--- config.mk ---
export PLATFORM = sky130hd
export DESIGN_NAME = pc_sequencer_flat
export DESIGN_NICKNAME = d
export VERILOG_FILES = /design/src/rtl/pc_sequencer_if.sv /design/src/rtl/pc_sequencer.sv /design/src/flat_wrapper.sv
export SDC_FILE = /design/constraint.sdc
export NUM_CORES = 1
export LEC_CHECK = 0
export ABC_AREA = 1
export BUFFER_PORTS_ARGS = -buffer_cell sky130_fd_sc_hd__buf_2
export CAP_MARGIN = 20
export CORE_UTILIZATION = 40
export DETAILED_ROUTE_END_ITERATION = 12
export PLACE_DENSITY = 0.66
export SYNTH_ARGS = -nofsm -noshare
export SYNTH_HDL_FRONTEND = slang
export SYNTH_SLANG_ARGS = --single-unit
export TNS_END_PERCENT = 10
--- constraint.sdc ---
create_clock -name clk -period 4.2 [get_ports clk]
set_clock_uncertainty 0.05 [all_clocks]
set_input_delay 0.21 -clock clk [delete_from_list [all_inputs] [get_ports clk]]
set_output_delay 0.21 -clock clk [all_outputs]
set_load 0.03 [all_outputs]
--- src/rtl/pc_sequencer_if.sv ---
// Fetch-side bundle between pc_sequencer, the instruction ROM and the decode stage.
// master is the sequencer's view; slave is the surrounding pipeline/ROM view.
interface pc_sequencer_if #(
    parameter int PC_W = 8
);
    logic            stall;
    logic            redirect;
    logic [PC_W-1:0] redirect_pc;
    logic            resume;
    logic [15:0]     instr;
    logic [PC_W-1:0] pc;
    logic            if_valid;
    logic [15:0]     if_instr;
    logic [PC_W-1:0] if_pc;
    logic            halted;
    logic [15:0]     fetch_count;

    modport master (
        input  stall, redirect, redirect_pc, resume, instr,
        output pc, if_valid, if_instr, if_pc, halted, fetch_count
    );

    modport slave (
        output stall, redirect, redirect_pc, resume, instr,
        input  pc, if_valid, if_instr, if_pc, halted, fetch_count
    );
endinterface

--- src/rtl/pc_sequencer.sv ---
// Instruction fetch sequencer: drives the ROM address and fills the IF/ID slot,
// handling stall, redirect, halt/resume and a saturating delivered-instruction count.
//
// state | meaning
// INIT  | one cycle after reset; pc parked at RESET_PC, nothing fetched
// RUN   | fetching one instruction per cycle unless stalled or redirected
// HALT  | HALT opcode delivered; fetch frozen until resume or redirect
module pc_sequencer #(
    parameter int              PC_W     = 8,
    parameter logic [PC_W-1:0] RESET_PC = '0,
    parameter logic [3:0]      HALT_OP  = 4'hF
) (
    input  logic           clk,
    input  logic           reset_n,
    pc_sequencer_if.master bus
);
    typedef enum logic [1:0] {INIT, RUN, HALT} state_t;

    localparam logic [PC_W-1:0] PC_ONE  = PC_W'(1);
    localparam logic [15:0]     CNT_MAX = 16'hFFFF;

    state_t          state_q, state_d;
    logic [PC_W-1:0] pc_q, pc_d;
    logic            valid_q, valid_d;
    logic [15:0]     instr_q, instr_d;
    logic [PC_W-1:0] if_pc_q, if_pc_d;
    logic            halted_q, halted_d;
    logic [15:0]     count_q, count_d;
    logic [15:0]     count_inc;

    assign count_inc = (count_q == CNT_MAX) ? count_q : count_q + 16'd1;

    always_ff @(posedge clk or negedge reset_n) begin
        if (!reset_n) begin
            state_q  <= INIT;
            pc_q     <= RESET_PC;
            valid_q  <= 1'b0;
            instr_q  <= 16'h0000;
            if_pc_q  <= RESET_PC;
            halted_q <= 1'b0;
            count_q  <= 16'h0000;
        end else begin
            state_q  <= state_d;
            pc_q     <= pc_d;
            valid_q  <= valid_d;
            instr_q  <= instr_d;
            if_pc_q  <= if_pc_d;
            halted_q <= halted_d;
            count_q  <= count_d;
        end
    end

    always_comb begin
        state_d  = state_q;
        pc_d     = pc_q;
        valid_d  = valid_q;
        instr_d  = instr_q;
        if_pc_d  = if_pc_q;
        halted_d = halted_q;
        count_d  = count_q;
        unique case (state_q)
            INIT: begin
                valid_d = 1'b0;
                state_d = RUN;
            end
            RUN: begin
                if (bus.redirect) begin
                    pc_d    = bus.redirect_pc;
                    valid_d = 1'b0;
                end else if (!bus.stall) begin
                    instr_d = bus.instr;
                    if_pc_d = pc_q;
                    valid_d = 1'b1;
                    count_d = count_inc;
                    // A HALT word is delivered like any other, but the pc parks on it
                    if (bus.instr[15:12] == HALT_OP) begin
                        halted_d = 1'b1;
                        state_d  = HALT;
                    end else begin
                        pc_d = pc_q + PC_ONE;
                    end
                end
            end
            HALT: begin
                valid_d = 1'b0;
                if (bus.redirect) begin
                    pc_d     = bus.redirect_pc;
                    halted_d = 1'b0;
                    state_d  = RUN;
                end else if (bus.resume) begin
                    pc_d     = pc_q + PC_ONE;
                    halted_d = 1'b0;
                    state_d  = RUN;
                end
            end
            default: state_d = INIT;
        endcase
    end

    assign bus.pc          = pc_q;
    assign bus.if_valid    = valid_q;
    assign bus.if_instr    = instr_q;
    assign bus.if_pc       = if_pc_q;
    assign bus.halted      = halted_q;
    assign bus.fetch_count = count_q;
endmodule
--- src/flat_wrapper.sv ---
// flat-port wrapper written by rule: the top's interface ports become plain ports
module pc_sequencer_flat 
#(
    parameter int              PC_W     = 8,
    parameter logic [PC_W-1:0] RESET_PC = '0,
    parameter logic [3:0]      HALT_OP  = 4'hF
)
  (clk, reset_n, bus_stall, bus_redirect, bus_redirect_pc, bus_resume, bus_instr, bus_pc, bus_if_valid, bus_if_instr, bus_if_pc, bus_halted, bus_fetch_count);
  pc_sequencer_if #(.PC_W(PC_W)) bus_i ();
  input  logic clk;
  input  logic reset_n;
  input wire logic [$bits(bus_i.stall)-1:0] bus_stall;
  input wire logic [$bits(bus_i.redirect)-1:0] bus_redirect;
  input wire logic [$bits(bus_i.redirect_pc)-1:0] bus_redirect_pc;
  input wire logic [$bits(bus_i.resume)-1:0] bus_resume;
  input wire logic [$bits(bus_i.instr)-1:0] bus_instr;
  output wire logic [$bits(bus_i.pc)-1:0] bus_pc;
  output wire logic [$bits(bus_i.if_valid)-1:0] bus_if_valid;
  output wire logic [$bits(bus_i.if_instr)-1:0] bus_if_instr;
  output wire logic [$bits(bus_i.if_pc)-1:0] bus_if_pc;
  output wire logic [$bits(bus_i.halted)-1:0] bus_halted;
  output wire logic [$bits(bus_i.fetch_count)-1:0] bus_fetch_count;
  assign bus_i.stall = bus_stall;
  assign bus_i.redirect = bus_redirect;
  assign bus_i.redirect_pc = bus_redirect_pc;
  assign bus_i.resume = bus_resume;
  assign bus_i.instr = bus_instr;
  assign bus_pc = bus_i.pc;
  assign bus_if_valid = bus_i.if_valid;
  assign bus_if_instr = bus_i.if_instr;
  assign bus_if_pc = bus_i.if_pc;
  assign bus_halted = bus_i.halted;
  assign bus_fetch_count = bus_i.fetch_count;
  pc_sequencer #(.PC_W(PC_W), .RESET_PC(RESET_PC), .HALT_OP(HALT_OP)) u_core (.clk(clk), .reset_n(reset_n), .bus(bus_i));
endmodule
Word level (Yosys, flattened, before mapping)

Cells that the tools add are included.

Add/subtract/negate cells: 2
Multipliers: 0
Div/mod/pow operators: 0
$lt $le $gt $ge: 0
Equal/unequal tests: 10
Shifts and indexed selects: 0
Muxes and demuxes: 21
Bitwise logic cells: 3
Reduce and logical (&&, ||, !) cells: 10

Operators by type and width:

| cell                  | count |
|---|---|
| $mux 8                | 5 |
| $add 16x1->16 const B | 1 |
| $eq 16x16->1 const B  | 1 |
| $pmux 8 s2            | 1 |
| $reduce_and 4->1      | 3 |
| $mux 2                | 5 |
| $ne 3x3->1 const B    | 3 |
| $add 8x1->8 const B   | 1 |
| $mux 1                | 7 |
| $pmux 2 s3            | 1 |
| $reduce_and 5->1      | 1 |
| $eq 4x4->1 const B    | 1 |
| $ne 2x2->1 const B    | 2 |
| $pmux 1 s2            | 2 |
| $reduce_bool 2->1     | 2 |
| $not 1->1             | 3 |
| $reduce_and 3->1      | 1 |
| $eq 2x1->1 const B    | 1 |
| $eq 2x2->1 const B    | 1 |
| $logic_not 2->1       | 1 |
| $ne 2x1->1 const B    | 1 |
| $reduce_and 2->1      | 1 |
| $reduce_or 2->1       | 1 |

Register bits after elaboration: 52
Latch bits: 0
Bits in writable memories: 0
Memory bits (read-only): 0
Input port bits: 29
Output and inout bits: 50
Word-level logic and storage cells: 53
Memories: 0

Logic depth before layout (Yosys ltp)

Depth after elaboration: 5
Depth in mapped cells: 9
Gate-level depth less buffers: 9

Least setup slack after synthesis

No wires, ideal clock.

Path type: register -> register
Start point: register u_core.count_q[0] (netlist: u_core.bus.fetch_count[0])
End point: register u_core.count_q[5] (netlist: u_core.bus.fetch_count[5])
Setup time: 117 ps
Arrival time: 1,547 ps
Data required time: 4,033 ps
Slack: 2,485 ps
Stages on the path, launching flop included: 10
Buffers on the path: 1
Clock period less this slack: 1,715 ps
Cells stage by stage: dfrtp_1 > ha_1 > nand3_1 > clkinv_1 > nand3_4 > nor2_2 > nor2_4 > buf_6 > nand2_1 > nand2_1

Longest elaborated chain between the ends: 3
Elaborated cells between the ends (all ways): 4
Classes of those cells: add/sub: 1; eq/ne: 1; bitwise: 1; reduce/logical: 1

Ends and longest elaborated chain:

| element                                               | line               | source |
|---|---|---|
| start, declared                                       | pc_sequencer.sv:28 | `logic [15:0] count_q, count_d;` |
| start signal, assigned                                | pc_sequencer.sv:49 | `count_q <= count_d;` |
| branches (longest 3 deep; another with $add 16x1->16) | -                  |  |

Parallel ways; which one is timed is not known.
A chain may end at the register's enable or synchronous reset.

Worst setup path in the final report

Start point: register u_core.state_q[1]
End point: register u_core.count_q[3] (netlist: u_core.bus.fetch_count[3])

Longest elaborated chain between the ends: 2

Ends and longest elaborated chain:

| element                    | line               | source |
|---|---|---|
| start, declared            | pc_sequencer.sv:22 | `state_t state_q, state_d;` |
| start signal, assigned     | pc_sequencer.sv:43 | `state_q <= state_d;` |
| $eq 2x1->1                 | pc_sequencer.sv:61 | `unique case (state_q)` |
| $reduce_and 4->1 (no line) | -                  |  |

No other way between the ends.

==> out/metrics.csv <==
metric,value,unit
Total Wirelength,6060,µm
worst reg2reg path depth,7,
Die X,84.7,µm
PwrDens,668,nW/µm²
r2r endpoint,u_core.bus.fetch_count[3],
post-synth cell types,23,
crit path time final,2.15,ns
IO Port Bufs,78,
outcome,"finished, final reports clean",
multi-input logic area,1260,µm²
TritonCTS clock tree,yes,
Setup Crit Path Kind,flip-flop to flip-flop,
worst slew pin tran,0.672,ns
Longest Clk Path Bufs,2,
post-route antenna net violation count,0,
Post-Syn Area per Cell,7.54,µm²
cts bufs inserted,5,
syn nets,398,
Hold EP,u_core.bus.if_instr[5],
setup TNS,0,ns
leakage power,1.83,nW
Hold Crit Class,input pin to flip-flop,
vias in the first global route,2266,
yosys warns,0,
CORE AREA,6490,µm²
hold path start,bus_instr[5],
CTS H-tree depth,2,
DRT Pass-1 Iters,6,
Final Power,2.19,mW
final max-slew violation count,0,
I/O pin count,79,
largest family of logic cells by synthesized area,simple AND/OR/NAND/NOR gates,
Peak VDD IR,0.312,mV
Slowest cell on crit path,inv_2,
largest area contributor in the netlist,dfrtp_1,
Initial Util,42.1,%
WP buf/inv,2,
Worst Path Max Fanout,34,
Tot GR Track Use,18.1,%
DIE HEIGHT,84.7,µm
Max Freq,465,MHz
number of diodes,0,
most used cell along the critical path,nand2_1,
post-synthesis adder-cell area fraction,2.74,%
Critical Path Sink Type,flip-flop,
synthesized area,2740,µm²
Root Buffer,clkbuf_8,
crit-path cells,"inv_1, ha_1, nand2_2, inv_2, o21ai_4, nand2_1, nand2_1",
Post-Synth XOR/XNOR Area,2.88,%
Setup Viol. Count Final,0,
final hold viol count,0,
worst rel slew slack,55.2,%
largest net degree at the start of global routing,53,
post-synthesis sequential area ratio,47.5,%
max-cap violations,0,
Cells after Synth,363,
Worst-Skew Late Latency,0.31,ns
Area growth syn-to-layout,19.9,%
final worst-path cycle share,51.2,%
DR vias,2465,
CP Launch Type,flip-flop,
Synth Area in Simple Gates,34.9,%
worst hold stages,3,
"delay-heaviest family, CP",buffers and inverters,
hpwl dp,4410,µm
grt ovf,0,
Starting DRT DRC Count,91,
Residual DRC,0,
Vias/cell,4.76,
fraction of synthesized area in multiplexers,0,%
Clock Pin Slew Worst Setup and Hold Paths,0.10,ns
"Req. time, crit path",4.36,ns
nets,475,
Die ar.,7180,µm²
RSZ-0062 raised after global routing,no,
layout cells sized above 1,22.4,%
slowest cell delay on critical path,0.44,ns
# rows,29,
initial antenna violation count,0,
Post-CTS Resized,0,
first-pass GRT wire length,10400,µm
Fillers,633,
clock sink count,52,
routability cong.,0.803,
routed len/inst,11.7,µm
Compound-Gate Fraction of Synth Area,5.44,%
register area,1300,µm²
top-area cell type share of the netlist area,47.5,%
R2R Path Start,u_core.state_q[1],
R2R Setup Slk,2.05,ns
top post-synthesis cells by area,"dfrtp_1, nand2_1, o21ai_0",
critical path arrival,2.31,ns
Seq cells post-synth,52,
[through the flow]
stage / cells / setup slack [ns] / util [%] / cell area (µm²) / hold slack [ns]
after floorplan: 363 / 2.49 / - / 2740 / -0.136
after CTS: 518 / 2.03 / 50.5 / 3280 / 0.0417
after global routing: 518 / 1.79 / 50.5 / 3280 / 0.0445
final: 518 / 2.05 / 50.5 / 3280 / 0.0479
after global placement: 509 / 2.13 / 48.7 / 3160 / 0.325
after detailed placement: 509 / 2.03 / 48.7 / 3160 / 0.331
[cell families (layout without fill, tap and decap cells)]
kind of cell	count (synthesis)	count (layout)
xor+xnor	9	9
flops	52	52
simple gates	230	230
compound gates	27	27
fa+ha+maj	6	6
buf+inv	39	117
[area by class of cell]
type	count	share of cell area, %
flip-flops and latches	52	39.6
clock inverters	3	1.30
repair buffers	80	12.4
clock buffers	5	2.10
inverters	29	3.32
multi-input cells	272	38.3
well taps	77	2.93
[worst max-delay path by stage]
stage                                   start                          to  depth (start not counted)
floorplan           u_core.bus.fetch_count[0]   u_core.bus.fetch_count[5]                          9
global placement            u_core.state_q[1]  u_core.bus.fetch_count[10]                          7
detailed placement          u_core.state_q[1]   u_core.bus.fetch_count[5]                          7
CTS                         u_core.state_q[1]   u_core.bus.fetch_count[5]                          7
global route                u_core.state_q[1]   u_core.bus.fetch_count[3]                          7
finish                      u_core.state_q[1]   u_core.bus.fetch_count[3]                          7
[layout by cell type, fill, tap and decap left out]
cell,netlist,layout
nand2_1,172,172
buf_2,2,78
dfrtp_1,52,52
inv_1,27,27
nor2_1,25,25
o21ai_0,23,23
nand3_1,14,14
nand4_1,9,9
ha_1,6,6
xnor2_1,5,5
clkbuf_8,0,5
xor2_1,4,4
nor2_2,3,3
nor2_4,3,3
nand2_2,2,2
a21oi_1,2,2
inv_2,1,1
a21boi_1,1,1
clkinv_1,1,1
nand3_4,1,1
o21ai_4,1,1
or2_2,1,1
bufinv_16,0,1
clkinv_2,0,1
clkinvlp_4,0,1
dlygate4sd3_1,0,1
buf_4,0,1
[synthesized netlist by cell type]
cell and count:
nor2_4 3, a21oi_1 2, nand2_2 2, nand3_1 14, dfrtp_1 52, inv_1 27, ha_1 6, nand4_1 9
clkbuf_1 4, buf_6 4, xor2_1 4, nand2_1 172, o21ai_0 23, xnor2_1 5, nor2_2 3, or2_2 1
a21boi_1 1, o21ai_4 1, inv_2 1, nor2_1 25, clkinv_1 1, buf_2 2, nand3_4 1
[report_power, final]
group,leakage [nW],switching (mW),internal (mW)
logic,1.11,0.714,0.301
registers,0.670,0.147,0.680
clock network,0.0541,0.173,0.177
total,1.83,1.03,1.16
[per-layer routing]
layer,share of wire [%],wire [µm],vias to the layer above,GRT usage [%]
met4,0.91,55,0,4.16
met3,4.5,271,5,4.03
li1,-,-,1281,-
met5,0,0,-,0
met2,46,2800,66,30.2
met1,48,2930,1113,24.1
[state kept, by name, summed over array words and instances, names as in the netlist]
register	flops
u_core.bus.if_instr	16
u_core.bus.if_pc	8
u_core.bus.halted	1
u_core.bus.fetch_count	16
u_core.bus.pc	8
u_core.bus.if_valid	1
u_core.state_q	2
[repair_timing]
item	CTS	global route
hold buffers	1	0
hold endpoints to repair	40	0
setup buffers	0	0
[tightest hold or removal path, delay by kind of cell]
kind	cells	cell delay, ns
and+or+nand+nor	2	0.08
buffers and inverters	1	0.07
Power figures use the tool's default switching activity.
